**src/rtl/example_core_example_arbiter.sv**
```systemverilog
// Round-robin arbiter that shares one fixed-latency core among NUM_REQ requesters and routes results back.
// Latency: accept -> core_issue_o 1 cycle, -> rsp_valid_o 1+CORE_LATENCY cycles; one request per cycle sustained.
// Backpressure: requesters are held off by the one-hot req_ready_o grant; responses are never stalled.
module example_core_example_arbiter #(
  parameter int NUM_REQ      = 4,
  parameter int DATA_WIDTH   = 8,
  parameter int CORE_LATENCY = 1
) (
  input  logic                          clk_i,
  input  logic                          rst_i,
  input  logic                          enable_i,
  input  logic [NUM_REQ-1:0]            req_valid_i,
  input  logic [NUM_REQ*DATA_WIDTH-1:0] req_data_i,
  output logic [NUM_REQ-1:0]            req_ready_o,
  output logic [NUM_REQ-1:0]            rsp_valid_o,
  output logic [DATA_WIDTH-1:0]         rsp_data_o,
  output logic                          core_issue_o,
  output logic [DATA_WIDTH-1:0]         core_data_o,
  input  logic [DATA_WIDTH-1:0]         core_data_i,
  input  logic                          core_valid_i,
  output logic [$clog2(NUM_REQ)-1:0]    grant_id_o,
  output logic                          busy_o,
  output logic                          error_o
);

  localparam int ID_W = $clog2(NUM_REQ);
  localparam int MW   = $clog2(CORE_LATENCY + 1);

  typedef enum logic [1:0] {IDLE, RUN, DRAIN} state_t;

  typedef struct packed {
    logic            vld;
    logic [ID_W-1:0] id;
  } slot_t;

  state_t                state;
  logic [ID_W-1:0]       rr_ptr;
  // Slot 0 is the issue register (mirrors core_issue_o); slot CORE_LATENCY is the
  // tail that lines up with the core's valid_out.
  slot_t [CORE_LATENCY:0] pipe;
  slot_t                 issue_slot;
  slot_t                 tail;
  logic [CORE_LATENCY:0] slot_vld;
  logic                  in_flight;
  // Cycles left during which core_valid_i may still carry results issued before reset.
  logic [MW-1:0]         mask_cnt;

  logic [DATA_WIDTH-1:0] req_data_arr [NUM_REQ];
  logic                  gnt_found;
  logic [ID_W-1:0]       gnt_id;
  logic [ID_W:0]         scan_sum;
  logic [ID_W-1:0]       scan_idx;

  for (genvar gi = 0; gi < NUM_REQ; gi++) begin : g_unpack
    assign req_data_arr[gi] = req_data_i[gi*DATA_WIDTH +: DATA_WIDTH];
  end

  for (genvar gs = 0; gs <= CORE_LATENCY; gs++) begin : g_slot_vld
    assign slot_vld[gs] = pipe[gs].vld;
  end

  assign tail           = pipe[CORE_LATENCY];
  assign in_flight      = |slot_vld;
  assign busy_o         = (state != IDLE) || in_flight;
  assign core_issue_o   = pipe[0].vld;
  assign grant_id_o     = gnt_id;
  assign issue_slot.vld = gnt_found;
  assign issue_slot.id  = gnt_id;

  // Round-robin scan from rr_ptr upward with wrap; first valid requester wins, only in RUN.
  always_comb begin
    req_ready_o = '0;
    gnt_found   = 1'b0;
    gnt_id      = '0;
    scan_sum    = '0;
    scan_idx    = '0;
    if (state == RUN) begin
      for (int i = 0; i < NUM_REQ; i++) begin
        scan_sum = {1'b0, rr_ptr} + (ID_W+1)'(i);
        if (scan_sum >= (ID_W+1)'(NUM_REQ)) begin
          scan_sum = scan_sum - (ID_W+1)'(NUM_REQ);
        end
        scan_idx = scan_sum[ID_W-1:0];
        if (!gnt_found && req_valid_i[scan_idx]) begin
          gnt_found = 1'b1;
          gnt_id    = scan_idx;
        end
      end
      if (gnt_found) begin
        req_ready_o[gnt_id] = 1'b1;
      end
    end
  end

  // Steer the core result to the requester recorded at the pipeline tail.
  always_comb begin
    rsp_valid_o = '0;
    rsp_data_o  = '0;
    if (tail.vld) begin
      rsp_valid_o[tail.id] = 1'b1;
      rsp_data_o           = core_data_i;
    end
  end

  // Sequencer FSM, grant pointer, issue register, ID pipeline and sticky error.
  always_ff @(posedge clk_i) begin
    if (rst_i) begin
      state       <= IDLE;
      rr_ptr      <= '0;
      pipe        <= '0;
      core_data_o <= '0;
      error_o     <= 1'b0;
      mask_cnt    <= MW'(CORE_LATENCY);
    end else begin
      pipe <= {pipe[CORE_LATENCY-1:0], issue_slot};
      if (gnt_found) begin
        core_data_o <= req_data_arr[gnt_id];
        rr_ptr      <= (gnt_id == ID_W'(NUM_REQ-1)) ? '0 : gnt_id + ID_W'(1);
      end
      if (mask_cnt != '0) begin
        mask_cnt <= mask_cnt - MW'(1);
      end else if (core_valid_i != tail.vld) begin
        error_o <= 1'b1;
      end
      case (state)
        IDLE:    if (enable_i)   state <= RUN;
        RUN:     if (!enable_i)  state <= DRAIN;
        DRAIN:   if (!in_flight) state <= IDLE;
        default: state <= IDLE;
      endcase
    end
  end

endmodule
```
**config.mk**
```make
export PLATFORM = sky130hd
export DESIGN_NAME = example_core_example_arbiter
export DESIGN_NICKNAME = d
export VERILOG_FILES = /design/src/rtl/example_core_example_arbiter.sv
export SDC_FILE = /design/constraint.sdc
export NUM_CORES = 1
export LEC_CHECK = 0
export BUFFER_PORTS_ARGS = -buffer_cell sky130_fd_sc_hd__buf_2
export CAP_MARGIN = 15
export CORE_UTILIZATION = 38
export DETAILED_ROUTE_END_ITERATION = 10
export GPL_TIMING_DRIVEN = 0
export PLACE_DENSITY = 0.73
export SLEW_MARGIN = 20
export SYNTH_ARGS = -nofsm -noshare
export SYNTH_HDL_FRONTEND = slang
export SYNTH_SLANG_ARGS = --single-unit
```
**constraint.sdc**
```tcl
create_clock -name clk_i -period 1.8 [get_ports clk_i]
set_input_delay 0.36 -clock clk_i [delete_from_list [all_inputs] [get_ports clk_i]]
set_output_delay 0.36 -clock clk_i [all_outputs]
set_load 0.02 [all_outputs]
```
Yosys cells after proc, flatten, opt, wreduce, memory -nomap -nowiden

Cells that the tools add are included.

Bits in registers: 20
Input bits: 48
Output and inout port bits: 29
Logic and storage cells: 102

Add/sub/neg operators: 9
$lt $le $gt $ge: 13
Equality and inequality tests: 7
Multiplexer cells: 48
Bitwise operators: 2
Reduce and logical (&&, ||, !) cells: 14

Operators by type and width:

| kind                                                               | count |
|---|---|
| two-way mux 2 bit                                                  | 18 |
| two-way mux 8 bit                                                  | 3 |
| < comparator 2 x 3 -> 1 bit (second input constant)                | 6 |
| binary-select mux 8 bit (select 2 bit)                             | 1 |
| two-way mux 1 bit                                                  | 16 |
| greater-or-equal comparator 3 bit (second input constant)          | 4 |
| two-way mux 4 bit                                                  | 3 |
| binary-select mux 1 bit (select 2 bit)                             | 4 |
| subtractor 2 x 1 -> 2 bit (second input constant)                  | 4 |
| adder 2 x 2 -> 3 bit (second input constant)                       | 2 |
| inequality test 2 bit (second input constant)                      | 3 |
| one-hot mux 2 bit (3 select lines)                                 | 1 |
| logical AND 1 bit                                                  | 5 |
| demux 1 bit (select 2 bit)                                         | 2 |
| equality test 2 bit (second input constant)                        | 2 |
| greater-or-equal comparator 2 x 1 -> 1 bit (second input constant) | 2 |
| adder 2 x 1 -> 3 bit (second input constant)                       | 1 |
| greater-or-equal comparator 2 x 3 -> 1 bit (second input constant) | 1 |
| logical NOT 1 bit                                                  | 3 |
| NOT 2 -> 3 bit                                                     | 1 |
| AND reduction 3 bit                                                | 1 |
| adder 2 x 1 -> 2 bit (second input constant)                       | 1 |
| equality test 2 x 1 -> 1 bit (second input constant)               | 1 |
| logical NOT 2 bit                                                  | 1 |
| 7 further kinds                                                    | 7 |

Longest topological paths before layout

Depth after elaboration: 25
Mapped depth: 7
Depth with buffers taken out: 6

Worst setup path before layout

Ideal clock, no wire load.

Path type: input-to-output
From: in req_valid_i[2]
To: out req_ready_o[3]
Data arrival time: 2.054 ns
Required time: 1.440 ns
Slack: -0.614 ns
Cell stages on the path: 6
Buffers on the path: 2
Cells stage by stage: nor2b_2 o21ba_2 buf_4 buf_2 nor3_1 nor2b_1

Word-level cells in the longest chain between the ends: 22
Elaborated cells on any way between the ends: 34
Classes of those cells: 2 x order compare; 25 x mux; 7 x reduce/logical

Ends and longest elaborated chain:

| what                                                                                                                   | RTL line | text |
|---|---|---|
| start: declaration                                                                                                     | 12       | `input logic [NUM_REQ-1:0] req_valid_i,` |
| binary-select mux 1 bit (select 2 bit)                                                                                 | 84       | `if (!gnt_found && req_valid_i[scan_idx]) begin` |
| two-way mux 1 bit (not written as such)                                                                                | 84       |  |
| two-way mux 1 bit                                                                                                      | 84       |  |
| two-way mux 1 bit                                                                                                      | 77       | `if (state == RUN) begin` |
| logical NOT 1 bit                                                                                                      | 84       |  |
| logical AND 1 bit                                                                                                      | 84       |  |
| two-way mux 1 bit                                                                                                      | 84       |  |
| two-way mux 1 bit                                                                                                      | 77       |  |
| (+6 left out)                                                                                                          | n/a      |  |
| two-way mux 2 bit                                                                                                      | 84       |  |
| two-way mux 2 bit                                                                                                      | 77       |  |
| < comparator 2 x 3 -> 1 bit (not written as such) / greater-or-equal comparator 2 x 1 -> 1 bit (equally long branches) | 90       | `req_ready_o[gnt_id] = 1'b1;` |
| logical AND 1 bit (not written as such)                                                                                | 90       |  |
| two-way mux 1 bit (not written as such)                                                                                | 90       |  |
| demux 1 bit (select 2 bit)                                                                                             | 90       |  |
| two-way mux 4 bit (*)                                                                                                  | 89       | `if (gnt_found) begin` |
| two-way mux 4 bit (*)                                                                                                  | 77       |  |
| end: declaration                                                                                                       | 14       | `output logic [NUM_REQ-1:0] req_ready_o,` |

Every way passes the cells marked *; elsewhere a longest branch is shown, timed or not. The select of a mux whose other input is x is not followed.

Final worst setup path

From: in req_valid_i[1]
To: out req_ready_o[0]

The elaborated chain is that of the path after synthesis.

==> results.md <==
- Status: finished, violations left
- Violated checks: negative setup slack
- Vias per cell: ~5.2
- Mapped Cells: roughly 150
- Seq/Total Area, Yosys: a little under a third
- Max Cap Viol: 0
- Die ar.: approximately 0.0035 sq mm
- Routed Antenna Nets: 0
- DRC: 0
- Final setup viols: 6
- Tmin final: approximately 2.1 ns
- Initial Utilization: about 40%
- CORE AREA: ~0.0031 sq mm
- RD Place Congestion: about 0.8
- CTS max path bufs: 2
- Worst-Skew Late Latency: slightly above 0.3 ns
- CTS tree: yes
- Power share of the combinational group: about a third
- CTS Sinks: 20
- Row count: 20
- Placed Area: between 0.0015 and 0.002 sq mm
- CP Launch Type: primary input
- Syn_nets: 197
- DRT Pass-1 Iters: 4
- Final Core Density: ~66%
- CP max stage delay: ~0.57 ns
- Port bufs: 76
- Setup slack after layout: -0.2576 ns
- Gr usage total: 22.68%
- Pin count of the biggest net entering global routing: 13
- Clk pwr share: between 20% and 30%
- H-tree lvl count: 1
- Sequential power share: 37.2%
- Total wire length: approximately 3.8 mm
- Period utilization: 114.3%
- VDD IR-drop max: 0.0004528 V
- Max_slew headroom: about three fifths
- CP required: between 1 and 1.5 ns
- Vias in the first global route: 1,387
- Cell area after layout: between 0.002 and 0.0025 sq mm
- First-pass GRT wire length: about 6 mm
- DPL Wire Length: 2.657 mm
- DR vias: 1,482
- Filler cells: 272
- Number of synthesized register bits: 20
- Tightest Pin Transition: between 0.6 and 0.7 ns
- Critical path peak fanout: 6
- RSZ-0062 raised after global routing: true
- # nets final: between 200 and 300
- Cells along the critical path: buf_2, nor4_1, nor2_4, and2_4, clkbuf_8, nor2b_4, buf_6
- Fin. max-slew vios: 0
- Worst Path Arrival: between 1.5 and 2 ns
- Inserted Diodes: 0
- WHS: about 0.25 ns
- Fin. Hold Viols: 0
- Setup Skew: approximately 0.0037 ns
- Die Y: between 50 and 60 um
- Static leakage: about 0.99 nW
- Post-CTS Hold Fix Bufs: 0
- DRT iter0 DRCs: 35
- I/O pin total: slightly below 80
- Maximum clock frequency: a little under 500 MHz
- Post-synthesis area per instance: 8.406 sq um
- CP max stage cell: nor4_1
- Sw Share: around 30%
- Unique masters post-synth: between 40 and 50
- Layout cells sized above 1: 51.44%
- Antenna violations before repair: 0
- Pwr dens: ~650 mW/mm^2
- Wire per inst: 13.35 um
- Post-Syn Area: roughly 0.0013 sq mm
- Synth Warn #: 0
- Hold Path Class: primary input to register
- Crit Path Class: primary input to output pin
- Gr ovfl total: 0
- Internal cell power: 0.9165 mW
- Root Driver: clkbuf_4
- Area Growth Syn to Fin: 61.64%
- Clock transition at path regs: 0.12 ns
- Psw: about 0.4 mW
- Total CTS buffers: 3
- Die span in x: about 60 um
- CP endpoint kind: output pin
-- power by group through the flow --
| stage | clock network [mW] | registers, mW | logic [mW] |
|---|---|---|---|
| floorplan | 0 | 0.518 | 0.237 |
| global placement | 0 | 0.497 | 0.381 |
| detailed placement | 0 | 0.497 | 0.383 |
| CTS | 0.388 | 0.488 | 0.439 |
| global route | 0.407 | 0.495 | 0.487 |
| finish | 0.376 | 0.490 | 0.450 |
-- final timing paths --
check                                             from                          end  slack [ns]  depth (start not counted)
worst max register to register  rr_ptr[0]$_SDFFE_PP0P_  core_data_o[3]$_SDFFE_PP0P_           0                          8
worst min-delay path                             rst_i          mask_cnt$_SDFF_PP1_        0.25                          1
worst max-delay path                    req_valid_i[1]               req_ready_o[0]       -0.26                          7
worst min register to register      pipe[0]$_SDFF_PP0_           pipe[3]$_SDFF_PP0_        0.45                          1
-- flip-flops by register name (all words and copies together), names as in the netlist --
register      flops
state             2
core_data_o       8
pipe              5
core_issue_o      1
error_o           1
mask_cnt          1
rr_ptr            2
-- routing by layer --
| metal | up-vias | track usage, % | share of wire, % |
|---|---|---|---|
| met4 | 0 | 8.163 | 0.91 |
| li1 | 729 | - | - |
| met1 | 662 | 26.57 | 43 |
| met2 | 83 | 38.68 | 47 |
| met3 | 8 | 6.987 | 9.8 |
| met5 | - | 0 | 0 |
-- Yosys cell counts --
cell type	n	share of area, %
a211o_1	1	0.70
a211oi_1	9	5.4
a211oi_2	2	2.0
a21o_1	2	1.2
a21oi_1	2	0.80
a311oi_1	2	1.4
and2_1	11	5.5
and2b_1	1	0.60
and3_1	1	0.50
and3b_1	1	0.70
buf_2	3	1.2
buf_4	1	0.60
buf_6	1	0.90
clkbuf_1	4	1.2
dfxtp_1	20	32
inv_1	2	0.60
mux2i_1	6	4.8
nand2_1	9	2.7
nand2b_1	1	0.50
nand3_1	1	0.40
nand4_1	2	1.0
nor2_1	18	5.4
nor2b_1	8	4.0
nor2b_2	1	0.70
nor3_1	6	2.4
nor3_4	1	1.3
nor3b_1	2	1.2
nor3b_2	1	1.0
nor4_1	1	0.50
o211ai_1	2	1.2
o211ai_2	1	1.0
o21a_4	1	1.2
o21ai_0	3	1.2
o21ai_1	1	0.40
o21ba_2	1	0.80
o21bai_1	6	3.6
o31a_1	8	5.6
o31ai_1	2	1.2
or3b_2	1	0.70
or4_1	1	0.60
xnor2_1	1	0.70
xor2_1	1	0.70
-- repair_timing --
item,in CTS,in global routing
endpoints found under the setup margin,14,18
pin swaps,6,3
gates cloned,0,0
gates resized for setup,29,6
setup buffers,12,4
-- through the flow --
stage / total power [mW] / setup WS (ns) / TNS, ns / cells
2_1_floorplan: 0.7546 / -0.03312 / -0.06025 / 149
4_1_cts: 1.316 / -0.2734 / -1.246 / 284
5_1_grt: 1.389 / -0.3018 / -1.624 / 287
3_5_place_dp: 0.8799 / -0.3471 / -2.816 / 269
6_report: 1.315 / -0.2576 / -1.165 / 287
3_3_place_gp: 0.8778 / -0.3573 / -2.764 / 269
-- layout make-up --
type / instances / area, sq um / share of cell area (%)
plain buffers: 7 / 63.81 / 3.152
clock buffers: 3 / 22.52 / 1.112
clock inverters: 1 / 30.03 / 1.483
inverters: 2 / 7.507 / 0.3708
multi-input cells: 118 / 899.6 / 44.44
flip-flops and latches: 20 / 407.9 / 20.15
well taps: 44 / 55.05 / 2.719
repair buffers: 92 / 538.0 / 26.58
-- layout by cell type, fill, tap and decap left out, drive strengths merged, types with 2 or more instances in the layout --
cell type,netlist,final
a21o,2,2
mux2i,6,6
nand2,9,9
buf,5,95
o21bai,6,6
nor3b,3,3
o211ai,3,3
clkbuf,4,7
nor2,18,18
a311oi,2,2
nor2b,9,9
nor3,7,7
o31ai,2,2
inv,2,2
and2,11,11
o21ai,4,4
o31a,8,8
a211oi,11,11
dfxtp,20,20
a21oi,2,2
nand4,2,2
-- worst max-delay path: cells and delay by family --
kind / cells / cell delay, ns
buffers and inverters: 3 / 0.39
AND/OR/NAND/NOR: 4 / 0.94
-- logic make-up after synthesis --
kind of cell    Yosys count  share of synthesized area, %
simple gates             67                         29.67
flops                    20                         31.97
xor+xnor                  2                         1.399
buf+inv                  11                         4.495
mux                       6                         4.795
compound gates           43                         27.67
(Power assumes the default switching activity.)
